==> src/rtl/demux12_stream_pkg.sv <==
// Shared constants for the 1-to-2 stream demultiplexer:
// input-select polarity and output-slot state encoding.
package demux12_stream_pkg;

  localparam logic SEL_A    = 1'b1;
  localparam logic SEL_B    = 1'b0;

  localparam logic ST_EMPTY = 1'b0;
  localparam logic ST_FULL  = 1'b1;

endpackage

==> src/rtl/demux12_stream_out_slot.sv <==
// One-entry output buffer for a demux channel, with a wrapping count of
// words handed to the consumer.
//
// state    | meaning
// ---------+-------------------------------------------------
// ST_EMPTY | no word held, valid low, slot can take a load
// ST_FULL  | word held on data, valid high until drained
module demux12_stream_out_slot
  import demux12_stream_pkg::*;
#(
  parameter int WIDTH = 8,
  parameter int CNT_W = 8
) (
  input  logic             clk,
  input  logic             rst_n,
  input  logic             load,
  input  logic [WIDTH-1:0] load_data,
  input  logic             ready,
  output logic             valid,
  output logic [WIDTH-1:0] data,
  output logic [CNT_W-1:0] count
);

  logic             state_q, state_d;
  logic [WIDTH-1:0] data_q, data_d;
  logic [CNT_W-1:0] count_q, count_d;
  logic             drain;

  assign drain = (state_q == ST_FULL) && ready;

  always_comb begin
    state_d = state_q;
    data_d  = data_q;
    count_d = count_q;
    case (state_q)
      ST_EMPTY: if (load) state_d = ST_FULL;
      ST_FULL:  if (drain && !load) state_d = ST_EMPTY;
      default:  state_d = ST_EMPTY;
    endcase
    // A load in the drain cycle replaces the word with no bubble.
    if (load)  data_d  = load_data;
    if (drain) count_d = count_q + CNT_W'(1);
  end

  always_ff @(posedge clk or negedge rst_n) begin
    if (!rst_n) begin
      state_q <= ST_EMPTY;
      data_q  <= '0;
      count_q <= '0;
    end else begin
      state_q <= state_d;
      data_q  <= data_d;
      count_q <= count_d;
    end
  end

  assign valid = (state_q == ST_FULL);
  assign data  = data_q;
  assign count = count_q;

endmodule

==> src/rtl/demux12_stream.sv <==
// 1-to-2 registered stream demultiplexer: in_sel=1 routes to A, 0 to B.
// Each channel buffers one word, so a stalled channel never blocks the other.
module demux12_stream
  import demux12_stream_pkg::*;
#(
  parameter int WIDTH = 8,
  parameter int CNT_W = 8
) (
  input  logic             clk,
  input  logic             rst_n,
  input  logic             in_valid,
  output logic             in_ready,
  input  logic [WIDTH-1:0] in_data,
  input  logic             in_sel,
  output logic             a_valid,
  input  logic             a_ready,
  output logic [WIDTH-1:0] a_data,
  output logic             b_valid,
  input  logic             b_ready,
  output logic [WIDTH-1:0] b_data,
  output logic [CNT_W-1:0] a_count,
  output logic [CNT_W-1:0] b_count
);

  logic a_space, b_space;
  logic accept, load_a, load_b;

  // Readiness looks only at the selected channel, keeping the channels independent.
  assign a_space  = !a_valid || a_ready;
  assign b_space  = !b_valid || b_ready;
  assign in_ready = (in_sel == SEL_A) ? a_space : b_space;

  assign accept = in_valid && in_ready;
  assign load_a = accept && (in_sel == SEL_A);
  assign load_b = accept && (in_sel == SEL_B);

  demux12_stream_out_slot #(
    .WIDTH(WIDTH),
    .CNT_W(CNT_W)
  ) u_slot_a (
    .clk      (clk),
    .rst_n    (rst_n),
    .load     (load_a),
    .load_data(in_data),
    .ready    (a_ready),
    .valid    (a_valid),
    .data     (a_data),
    .count    (a_count)
  );

  demux12_stream_out_slot #(
    .WIDTH(WIDTH),
    .CNT_W(CNT_W)
  ) u_slot_b (
    .clk      (clk),
    .rst_n    (rst_n),
    .load     (load_b),
    .load_data(in_data),
    .ready    (b_ready),
    .valid    (b_valid),
    .data     (b_data),
    .count    (b_count)
  );

endmodule

==> config.mk <==
export PLATFORM = sky130hd
export DESIGN_NAME = demux12_stream
export DESIGN_NICKNAME = d
export VERILOG_FILES = /design/src/rtl/demux12_stream_pkg.sv /design/src/rtl/demux12_stream_out_slot.sv /design/src/rtl/demux12_stream.sv
export SDC_FILE = /design/constraint.sdc
export NUM_CORES = 1
export LEC_CHECK = 0
export CAP_MARGIN = 15
export CORE_MARGIN = 5
export CORE_UTILIZATION = 40
export DETAILED_ROUTE_END_ITERATION = 7
export GPL_ROUTABILITY_DRIVEN = 1
export GPL_TIMING_DRIVEN = 0
export PLACE_DENSITY_LB_ADDON = 0.08
export SKIP_CTS_REPAIR_TIMING = 1
export SKIP_LAST_GASP = 1
export SYNTH_ARGS = -nofsm -noshare
export SYNTH_HDL_FRONTEND = slang
export SYNTH_SLANG_ARGS = --single-unit
==> constraint.sdc <==
create_clock -name clk -period 1.2 [get_ports clk]
set_input_delay 0.24 -clock clk [delete_from_list [all_inputs] [get_ports clk]]
set_output_delay 0.24 -clock clk [all_outputs]
set_load 0.005 [all_outputs]
==> summary.txt <==
Worst setup path
  • CP Class: register to primary output
  • Worst r2r src: u_slot_a.valid
  • WP buf/inv: 1
  • Critical Path Fanout Max: 3
  • Crit-path cells: nand2b_4 -> mux2_2 -> dlymetal6s2s_1
  • Crit-path leading delay family: flip-flops
  • Worst reg2reg endpoint: u_slot_a.data[0]
  • Worst EP arrival: between 1 and 1.5 ns
  • Slowest CP cell: dfrtp_2
  • Crit end category: primary output
  • CP startpoint kind: register
  • R2R depth: 6
  • CP max stage delay: slightly above 0.4 ns
  • Reg2reg setup slack: -0.20 ns
  • CP required: 0.96 ns

Finish
  • Layout Utilization: just over 70%
  • Nets@finish: between 200 and 250
  • Area Growth Syn to Fin: 74.4%
  • # diodes: 0
  • Layout cells sized above 1: between 30 and 40%
  • Register area: 856 µm²
  • Fill count: approximately 260
  • Post-Layout Inst Area: 2430 µm²
  • Layout Cells excl Fill: ~240
  • Area taken by multi-input logic gates: around 620 µm²

Global route
  • Pin count of the biggest net entering global routing: 35
  • Vias in the first global route: a little under 1000
  • Met2 GRT Util: 20.4%
  • GRT overflow: 0
  • Initial antenna violation count: 0
  • Global Route Usage Sum: 13.3%
  • Busiest grt layer: met2
  • First-pass GRT wire length: between 4000 and 5000 µm
  • Met1 usage: 16.1%
  • Met3 Usage GRT: approximately 5%

Synth
  • Syn Inst Count: between 100 and 150
  • Yosys reg bits: 34
  • Yosys cell types: 19
  • Top-count cell post-synth: dfrtp_1
  • Ys flop type: dfrtp_1
  • Dominant cell type by area after synthesis: dfrtp_1
  • Register area share after synthesis: 61.2%
  • Netlist Area Pre-Place: 1390 µm²
  • Ys Warns: 0
  • Synth top area share: about three fifths
  • Post-Syn Nets: 119
  • Mean Syn Cell Area: 13.5 µm²
  • Commonest cells in the netlist: dfrtp_1 (34), mux2_2 (19), xnor2_1 (10)
  • Synth area leaders: dfrtp_1 (61%), mux2_2 (15%), xnor2_1 (6.3%)
  • EDFF count, synth: 0
  • Ys async rst share: 100%

Placed design
  • Placed insts: a little under 200
  • Post-DP HPWL: between 2000 and 2500 µm
  • Placed inst area: roughly 2000 µm²
  • Routability Congestion: around 0.70
  • Port bufs: 48

Routing
  • Drt total wl: ~3400 µm
  • Antenna-violating nets left: 0
  • WL/cell: 14.3 µm
  • Vias: 1101
  • Drt first-iter violations: 35
  • Detailed-route vias per instance: 4.67
  • Drt pass-1 iters: 4
  • Drt drc: 0

Clocking
  • # H-tree levels: 2
  • Root Driver: clkbuf_4
  • TritonCTS clock tree: done
  • Clock sink count: 34
  • Clk Latency, worst-skew pair: between 0.3 and 0.4 ns
  • TritonCTS buffer count: 5
  • Clock tree buffer depth: 2
  • Worst-path clk slew: ~0.1 ns

STA
  • Tcrit/Tclk final: 121%
  • Peak Freq: about 0.7 GHz
  • Worst-margin pin slew: between 0.7 and 0.8 ns
  • Final hold vios: 34
  • Pins Over Slew Limit: 0
  • RSZ-0062 raised after global routing: yes
  • Setup WS post-layout: -0.248 ns
  • Minimum hold slack: -0.0430 ns
  • Worst rel slew slack: 51.3%
  • Final setup TNS: -2.87 ns
  • Min Tclk post-route: between 1 and 1.5 ns
  • Final setup viols: 20
  • Final setup skew: a little under 0.008 ns

Floorplan
  • Core ar.: approximately 3400 µm²
  • I/O Pins: between 40 and 50
  • Die ar.: 4760 µm²
  • Starting Density: between 40% and 50%
  • Chip width: 69.0 µm
  • # rows: 21
  • Chip height: ~69 µm

Pwr
  • Total power: about 0.0039 W
  • P_leak: about 1.4 nW
  • VDD IR-drop max: just over 0.9 mV
  • PD cells: approximately 1600 nW/µm²

Hold path
  • Hold/Removal Path Class: primary input to asynchronous set/reset pin

Job
  • Max Cap Violations: 0

Run status
  • Failing checks: negative hold slack, negative setup slack
  • Outcome: complete, but fails checks
[flip-flops by register name, indices dropped and copies added (netlist names)]
register        count
u_slot_a.count      8
u_slot_a.valid      1
u_slot_b.valid      1
u_slot_b.count      8
u_slot_b.data       8
u_slot_a.data       8
[kinds of logic after synthesis]
family / Yosys count / synth area share, %
flip-flops: 34 / 61.2
XOR/XNOR: 14 / 8.81
multiplexers: 19 / 15.4
buffers and inverters: 5 / 1.44
AO/OA/AOI/OAI: 1 / 0.359
AND/OR/NAND/NOR: 28 / 11.1
adder cells (fa/ha/maj): 2 / 1.80
[metrics by stage]
step / worst slack, ns / hold WS (ns)
final: -0.248 / -0.0430
after global routing: -0.313 / 0.0155
after CTS: -0.711 / -0.0169
after detailed placement: -0.753 / 0.352
after global placement: -0.826 / 0.458
after floorplan: -0.149 / -0.0556
[metal layers]
layer  wire length [µm]  vias to the layer above
met5                  0                        -
li1                   -                      517
met4                 61                        0
met3                249                        8
met2               1710                       33
met1               1360                      543
[power by group]
part | switching (W) | internal (W) | total [W]
clock network | 0.000367 | 0.000284 | 0.000651
registers | 0.000213 | 0.00144 | 0.00165
logic | 0.000534 | 0.00102 | 0.00156
[placed cells by master, fill, tap and decap left out, types with 2 or more instances in the layout]
cell type / n
nand4_1: 3
dlymetal6s2s_1: 34
mux2_2: 3
mux2_4: 16
xor2_1: 4
inv_1: 4
ha_1: 2
clkbuf_2: 3
clkdlybuf4s50_1: 9
nand3_1: 4
nand2_1: 8
clkbuf_4: 5
nand2b_4: 2
xnor2_1: 10
nor2_1: 5
buf_4: 27
dfrtp_2: 4
dfrtp_1: 30
buf_6: 4
[cell type report]
cell class	instances	share of cell area (%)
flip-flops and latches	34	35.3
repair buffers	79	33.1
clock inverters	1	0.206
plain buffers	1	0.619
well taps	46	2.37
multi-input cells	64	25.5
inverters	4	0.619
clock buffers	7	2.27
[how the worst max path moves through the flow]
| stage | to | from | cells after the start |
|---|---|---|---|
| 3_5_place_dp | u_slot_b.data[6] | b_ready | 4 |
| 3_3_place_gp | u_slot_b.count[7] | rst_n | 1 |
| 6_report | in_ready | u_slot_b.valid | 3 |
| 5_1_grt | in_ready | u_slot_a.valid | 3 |
| 2_1_floorplan | u_slot_b.data[0] | u_slot_b.valid | 3 |
| 4_1_cts | in_ready | b_ready | 4 |
Note: power is estimated with default switching activity, not from simulation.
